**config.mk**
```make
export PLATFORM = sky130hd
export DESIGN_NAME = nibble_serial_add_ctrl
export DESIGN_NICKNAME = d
export VERILOG_FILES = /design/src/rtl/nibble_serial_add_ctrl.sv
export SDC_FILE = /design/constraint.sdc
export NUM_CORES = 1
export LEC_CHECK = 0
export ABC_AREA = 1
export BUFFER_PORTS_ARGS = -buffer_cell sky130_fd_sc_hd__buf_2
export CORE_MARGIN = 1
export CORE_UTILIZATION = 45
export CTS_CLUSTER_DIAMETER = 40
export DETAILED_ROUTE_END_ITERATION = 10
export PLACE_DENSITY = 0.69
export SYNTH_ARGS = -nofsm -noshare
export SYNTH_HDL_FRONTEND = slang
export SYNTH_SLANG_ARGS = --single-unit
```
**constraint.sdc**
```tcl
create_clock -name clk -period 2.2 [get_ports clk]
set_input_delay 0.22 -clock clk [delete_from_list [all_inputs] [get_ports clk]]
set_output_delay 0.22 -clock clk [all_outputs]
set_load 0.01 [all_outputs]
```
**src/rtl/nibble_serial_add_ctrl.sv**
```systemverilog
// Sequences a WIDTH-bit add through an external combinational 4-bit adder,
// one nibble per cycle LSB first, chaining carry between cycles.
module nibble_serial_add_ctrl #(
  parameter int WIDTH = 16
) (
  input  logic             clk,
  input  logic             rst,
  input  logic             in_valid,
  output logic             in_ready,
  input  logic [WIDTH-1:0] a_in,
  input  logic [WIDTH-1:0] b_in,
  input  logic             cin,
  output logic [3:0]       x,
  output logic [3:0]       y,
  output logic             z,
  input  logic [3:0]       s,
  input  logic             c,
  output logic             out_valid,
  input  logic             out_ready,
  output logic [WIDTH-1:0] sum,
  output logic             cout
);
  localparam int NIB  = WIDTH / 4;
  localparam int IDXW = (NIB > 1) ? $clog2(NIB) : 1;
  localparam logic [IDXW-1:0] LAST = IDXW'(NIB - 1);

  typedef enum logic [1:0] {IDLE, RUN, DONE} state_t;

  state_t            state_q, state_d;
  logic [WIDTH-1:0]  a_q, a_d, b_q, b_d, sum_q, sum_d;
  logic              carry_q, carry_d, cout_q, cout_d;
  logic [IDXW-1:0]   idx_q, idx_d;

  always_ff @(posedge clk or posedge rst) begin
    if (rst) begin
      state_q <= IDLE;
      a_q     <= '0;
      b_q     <= '0;
      sum_q   <= '0;
      carry_q <= 1'b0;
      cout_q  <= 1'b0;
      idx_q   <= '0;
    end else begin
      state_q <= state_d;
      a_q     <= a_d;
      b_q     <= b_d;
      sum_q   <= sum_d;
      carry_q <= carry_d;
      cout_q  <= cout_d;
      idx_q   <= idx_d;
    end
  end

  always_comb begin
    state_d   = state_q;
    a_d       = a_q;
    b_d       = b_q;
    sum_d     = sum_q;
    carry_d   = carry_q;
    cout_d    = cout_q;
    idx_d     = idx_q;
    in_ready  = 1'b0;
    out_valid = 1'b0;
    x         = 4'h0;
    y         = 4'h0;
    z         = 1'b0;
    case (state_q)
      IDLE: begin
        in_ready = 1'b1;
        if (in_valid) begin
          a_d     = a_in;
          b_d     = b_in;
          carry_d = cin;
          idx_d   = '0;
          state_d = RUN;
        end
      end
      RUN: begin
        // adder result s/c is combinational from x/y/z, so it is captured this same cycle
        x = a_q[4*idx_q +: 4];
        y = b_q[4*idx_q +: 4];
        z = carry_q;
        sum_d[4*idx_q +: 4] = s;
        carry_d = c;
        if (idx_q == LAST) begin
          cout_d  = c;
          state_d = DONE;
        end else begin
          idx_d = idx_q + 1'b1;
        end
      end
      DONE: begin
        out_valid = 1'b1;
        if (out_ready) state_d = IDLE;
      end
      default: state_d = IDLE;
    endcase
  end

  assign sum  = sum_q;
  assign cout = cout_q;
endmodule

```
==> results of run 1 <==
[state kept, by name, summed over array words and instances, names as in the netlist]
name	flops
carry_q	1
cout	1
sum	16
a_q	16
state_q	2
idx_q	2
b_q	16
[final timing paths]
check                            from         end  slack [ns]  cells past startpoint
max                        state_q[1]        x[0]        0.44                      4
min                         out_ready  state_q[1]         0.1                      2
max reg2reg                state_q[0]     carry_q        0.70                      6
min reg2reg                    sum[9]      sum[9]        0.48                      2
max in group asynchronous         rst      sum[3]        1.08                      4
min in group asynchronous         rst     b_q[13]        0.49                      3
[what timing repair did]
action                                 4_1_cts  5_1_grt
endpoints found under the hold margin       24        0
hold buffers                                 1        0
setup endpoints to repair                    0        0
[critical path, cell delays in order (launching register included)]
cell	delay, ns
dfrtp_1	0.43
inv_1	0.19
nand2_2	0.24
a21oi_1	0.21
buf_2	0.16
[synth_stat cells]
| cell type | count |
|---|---|
| o21ai_0 | 2 |
| or2_2 | 1 |
| clkbuf_1 | 1 |
| inv_1 | 53 |
| o31ai_1 | 1 |
| dfrtp_1 | 54 |
| nor2_2 | 3 |
| buf_6 | 3 |
| a21oi_2 | 10 |
| clkinv_1 | 1 |
| buf_4 | 1 |
| nand4_1 | 2 |
| buf_2 | 9 |
| nand3_2 | 1 |
| nor2_4 | 2 |
| nand3_1 | 24 |
| ha_1 | 5 |
| nand2_1 | 95 |
| nand2_2 | 3 |
| nor2_1 | 40 |
| inv_2 | 1 |
| a21oi_1 | 30 |
[cells by family (layout without fill, tap and decap cells)]
group                      Yosys count  in the layout  synth area share
and+or+nand+nor                    171            171             0.267
buffers and inverters               69            141             0.111
AOI/OAI and AO/OA                   43             43            0.0952
DFF                                 54             54             0.504
adders and majority gates            5              5            0.0233
[layer usage]
| metal | vias up | GRT usage | part of all wire |
|---|---|---|---|
| met5 | - | 0 | 0 |
| met4 | 0 | 0.0982 | 0.025 |
| met3 | 14 | 0.0322 | 0.049 |
| met2 | 64 | 0.322 | 0.46 |
| met1 | 1018 | 0.251 | 0.47 |
| li1 | 1173 | - | - |
[per-stage QoR]
stage | utilization | hold WS (ns)
6_report | 0.573 | 0.0954
5_1_grt | 0.573 | 0.0932
4_1_cts | 0.573 | 0.0840
3_5_place_dp | 0.553 | 0.295
3_3_place_gp | 0.553 | 0.296
2_1_floorplan | - | 0.318
[layout make-up]
| cell class | instances | area, µm² | area share |
|---|---|---|---|
| timing repair buffer | 78 | 428 | 0.133 |
| multi-input combinational | 219 | 1030 | 0.321 |
| clock buffer | 7 | 76.3 | 0.0237 |
| sequential | 54 | 1350 | 0.420 |
| clock inverter | 1 | 30.0 | 0.00934 |
| tap | 72 | 90.1 | 0.0280 |
| inverter | 55 | 206 | 0.0642 |
[report_power, final]
| part | leakage [nW] | internal (mW) | switching (mW) | total, mW |
|---|---|---|---|---|
| Combinational | 1.17 | 0.864 | 1.48 | 2.34 |
| Sequential | 0.634 | 1.44 | 0.176 | 1.62 |
| Clock | 0.0524 | 0.341 | 0.306 | 0.647 |
| Total | 1.86 | 2.65 | 1.96 | 4.61 |
==> flow_summary.yaml, run 1 <==
floorplan:
  chipWidth_um: 79.2
  die_height_um: 79.2
  top_level_ports: 70
  die_area_um2: 6270
  row_count: 27
  floorplan.core_area_um2: 5610
  effective_utilization_at_floorplan: 0.478
detailed_routing:
  final_antenna_net_count: 0
  drtIter0Drc: 132
  postRouteWirelength_mm: 5.71
  post_drt_via_cell_ratio: 4.67
  detailroute.via_count: 2269
  first_pass_iters: 5
  route.detailed.wl_per_inst_um: 11.7
  total_drc_errors_in_the_routed_layout: 0
power_and_ir_drop:
  power-per-cell-area_nw_per_um2: 1430
  power_mw: 4.61
  ir_drop_mv: 0.546
  power.static_leakage_nw: 1.86
run_status:
  outcome: "finished clean"
synth:
  synth_cells: 342
  post-synth-top-area-cell: "dfrtp_1"
  postSynthRegisterBits: 54
  post_synthesis_instance_area_um2: 2680
  synth_nets: 389
  yosysSeqAreaShare: 0.504
  synth_top_cell_area_share: 0.504
  synthDistinctLibCells: 22
  top_cells_by_area_synth: "dfrtp_1, nand2_1, inv_1"
  avgSynthCellArea_um2: 7.84
  synth_warnings: 0
clock_network:
  cts.htree.levels: 2
  worst_skew_pair.late_latency_ns: 0.30
  max-clock-path-buffers: 2
  clock_transition_time_at_the_flip_flop_clock_pins_of_the_worst_setup_and_hold_paths_ns: 0.09
  cts_tree: "yes"
  clock_tree.root_cell: "clkbuf_8"
  post_cts.resized_instances: 0
  cts.sink_count: 54
  cts_inserted_buffers: 5
  post_cts.repair.setup_buffers: 0
global_route:
  vias_in_the_first_global_route: 2159
  maximum_number_of_pins_on_one_net_before_global_route_repair: 54
  grt_antenna_before_repair: 0
  grt_pass1_wl_mm: 9.51
  grt_total_ovfl: 0
  overall_global_routing_usage: 0.197
setup_path:
  cp_data_required_time_ns: 1.98
  element_type_at_the_critical_path_end: "output pin"
  timing.critical_path.from_type: "register"
  criticalPathCategory: "register to output pin"
  worstPathMaxFanout: 14
  worstPathArrival_ns: 1.54
timing:
  worst_clock_skew_ns: 0.00444
  accumulated_negative_setup_slack_ns: 0
  clock.fmax_mhz: 570
  post-route-period-util: 0.798
  maxSlewViolCount: 0
  rsz0062_at_grt: "false"
  setup_viol_count_final: 0
  tightestPinTransition_ns: 0.529
  layout_setup_ws_ns: 0.444
  hold_violations: 0
  slew_headroom: 0.647
  timing.final.crit_period_ns: 1.76
placed_design:
  dp_cells: 477
  placement.cell_area_um2: 3100
  buffer_ports.inserted: 69
  pre_cts_ws_ns: 0.721
  place.detailed.hpwl_mm: 4.13
  gp_congestion: 0.861
final_layout:
  fin_area_um2: 3220
  nFillCells: 567
  most-common-layout-cells: "nand2_1, buf_2, dfrtp_1"
  nNetsFinal: 460
  antenna_cells_inserted: 0
  areaGrowthSynthToFinish_pct: 19.9
  number_of_standard_cells_in_the_final_layout_excluding_fillers: 486
  drive_above_1_share: 0.254
  most_common_cell_after_layout_fill_and_taps_aside: "nand2_1"
run:
  cap_violations: 0
worst_hold_path:
  hold_path_class: "input port to register"
Power figures use the tool's default switching activity.
==> run 2, diff against run 1 <==
ABC_AREA = 0   (was 1)
clock period = 1.8 ns   (was 2.2 ns; I/O delays follow)
==> run 2 against run 1 <==
  * The run now ends with setup timing left
  * Sequential share of layout area is 0.32 points higher
  * Design area is 0.66% lower
  * Die area is 5.5% lower
  * Largest power group unchanged
  * Highest routed layer unchanged
==> flow_summary.yaml, run 2 <==
detailed_routing:
  drtIter0Drc: 63
  final_antenna_net_count: 0
  first_pass_iters: 4
  postRouteWirelength_mm: 4.89
  post_drt_via_cell_ratio: 5.08
  total_drc_errors_in_the_routed_layout: 0
  detailroute.via_count: 1670
  route.detailed.wl_per_inst_um: 14.9
final_layout:
  antenna_cells_inserted: 0
  drive_above_1_share: 0.560
  most-common-layout-cells: "buf_2, dfrtp_1, mux2_2"
  ff_latch_area_um2: 1350
  number_of_standard_cells_in_the_final_layout_excluding_fillers: 329
  most_common_cell_after_layout_fill_and_taps_aside: "buf_2"
  multi_input_area_um2: 1140
  fin_area_um2: 3190
  areaGrowthSynthToFinish_pct: 26.3
  nNetsFinal: 305
  nFillCells: 439
setup_path:
  element_type_at_the_critical_path_end: "output pin"
  path_buf_inv: 2
  cp_top_family: "multiplexers"
  worst-r2r-cell-count: 6
  cp_slowest_stage_delay_ns: 0.48
  criticalPathCategory: "register to output pin"
  timing.critical_path.depth: 4
  cp_data_required_time_ns: 1.62
  timing.critical_path.from_type: "register"
  worst_path_max_delay_cell: "mux4_2"
  worstPathCellList: "buf_12 -> mux4_2 -> nor2b_1 -> buf_2"
  worstPathArrival_ns: 1.65
  worstPathMaxFanout: 6
global_route:
  grt_antenna_before_repair: 0
  overall_global_routing_usage: 0.183
  grt_total_ovfl: 0
  maximum_number_of_pins_on_one_net_before_global_route_repair: 38
  vias_in_the_first_global_route: 1758
  grt_pass1_wl_mm: 8.42
power_and_ir_drop:
  pwr-share-clk: 0.117
  combinational_cell_fraction_of_total_power: 0.513
  power.switching_mw: 1.99
  power.static_leakage_nw: 1.53
  p_seq_frac: 0.369
  power_mw: 5.82
  ir_drop_mv: 0.711
  p_int_mw: 3.84
  sw_frac_of_total: 0.341
  power-per-cell-area_nw_per_um2: 1820
synth:
  postSynthRegisterBits: 54
  post_synthesis_instance_area_um2: 2530
  post-synth-top-area-cell: "dfrtp_1"
  synth_cells: 178
  yosysSeqAreaShare: 0.534
  synthDistinctLibCells: 24
  synth_warnings: 0
  synth_nets: 225
  synth-main-ff-cell: "dfrtp_1"
  synth_top_cell_area_share: 0.534
  synth-edff-count: 0
  cell_with_the_most_instances_after_synthesis: "dfrtp_1"
  avgSynthCellArea_um2: 14.2
  synth.cells.most_frequent: "dfrtp_1, mux2_2, nand2_1, o21ai_0, nor2b_1"
  top_cells_by_area_synth: "dfrtp_1, mux2_2, mux4_1"
  asyncSetResetFlopFracSynth: 1.00
timing:
  post-route-period-util: 1.02
  layout_setup_ws_ns: -0.0294
  rsz0062_at_grt: "true"
  clock.fmax_mhz: 547
  worst_clock_skew_ns: 0.00750
  hold_violations: 0
  slew_headroom: 0.738
  maxSlewViolCount: 0
  timing.final.crit_period_ns: 1.83
  setup_viol_count_final: 8
  tightestPinTransition_ns: 0.392
floorplan:
  die_height_um: 77.0
  floorplan.core_area_um2: 5270
  row_count: 26
  effective_utilization_at_floorplan: 0.480
  top_level_ports: 70
  chipWidth_um: 77.0
  die_area_um2: 5930
placed_design:
  dp_cells: 317
  gp_congestion: 0.718
  pre_cts_ws_ns: 0.194
  place.detailed.hpwl_mm: 3.38
  buffer_ports.inserted: 69
  placement.cell_area_um2: 3000
clock_network:
  cts_inserted_buffers: 5
  clock_transition_time_at_the_flip_flop_clock_pins_of_the_worst_setup_and_hold_paths_ns: 0.09
  max-clock-path-buffers: 2
  cts_tree: "yes"
  cts.sink_count: 54
  clock_tree.root_cell: "clkbuf_8"
  worst_skew_pair.late_latency_ns: 0.30
  cts.htree.levels: 2
worst_hold_path:
  number_of_cells_on_the_worst_hold_path: 2
  hold_path_class: "input port to register"
run_status:
  outcome: "complete, but fails checks"
  failing_checks: "setup timing"
run:
  cap_violations: 0
-- run 2: cells by family (layout without fill, tap and decap cells) --
group | after synthesis | count (layout) | share of synthesized area
flip-flops | 54 | 54 | 0.534
multiplexers | 42 | 42 | 0.228
adder cells (fa/ha/maj) | 5 | 5 | 0.0247
buffers and inverters | 12 | 93 | 0.0316
AND/OR/NAND/NOR | 45 | 45 | 0.130
AO/OA/AOI/OAI | 20 | 20 | 0.0514
-- run 2: final cells by class --
cell class | count | share of cell area
tap | 70 | 0.0274
inverter | 5 | 0.00588
multi-input combinational | 112 | 0.357
sequential | 54 | 0.423
clock buffer | 7 | 0.0270
timing repair buffer | 80 | 0.158
clock inverter | 1 | 0.00157
-- run 2: path summary, 6_finish.rpt --
check,from,end,slack (ns)
setup / recovery,idx_q[0],y[1],-0.03
hold reg to reg,sum[10],sum[10],0.49
hold / removal,b_in[11],b_q[11],0.10
setup reg to reg,idx_q[0],idx_q[0],0.11
min in group asynchronous,rst,b_q[15],0.40
max in group asynchronous,rst,idx_q[0],0.88
-- run 2: timing repair --
| action | CTS | global route |
|---|---|---|
| setup buffers | 2 | 0 |
| cloned | 1 | 0 |
| endpoints found under the hold margin | 17 | 0 |
| hold buffers | 1 | 0 |
| resized for setup | 15 | 5 |
| pin swaps | 0 | 1 |
| endpoints found under the setup margin | 8 | 18 |
-- run 2: metal layers --
layer	track usage	vias to the layer above	share of wire
met5	0	-	0
met2	0.284	61	0.47
met3	0.0476	8	0.063
met4	0.0623	0	0.012
met1	0.248	806	0.45
li1	-	795	-
-- run 2: metrics by stage --
step	hold WS, ns	setup TNS [ns]	util
finish	0.101	-0.170	0.606
global route	0.0851	-0.769	0.606
CTS	0.0865	-0.469	0.602
detailed placement	0.191	0	0.569
global placement	0.190	0	0.569
floorplan	0.313	0	-
-- run 2: worst register-to-register path: stages (launching register included) --
cell and delay, ns:
dfrtp_2 0.45, clkbuf_16 0.16, buf_4 0.15, ha_1 0.25
nor3b_2 0.23, nor2_1 0.08, mux2_2 0.26
-- run 2: power groups by stage --
| stage | clock [mW] | sequential [mW] | combinational, mW |
|---|---|---|---|
| global route | 0.760 | 2.23 | 3.25 |
| floorplan | 0 | 2.15 | 1.86 |
| CTS | 0.714 | 2.16 | 2.95 |
| detailed placement | 0 | 2.16 | 2.65 |
| finish | 0.683 | 2.15 | 2.99 |
| global placement | 0 | 2.14 | 2.60 |
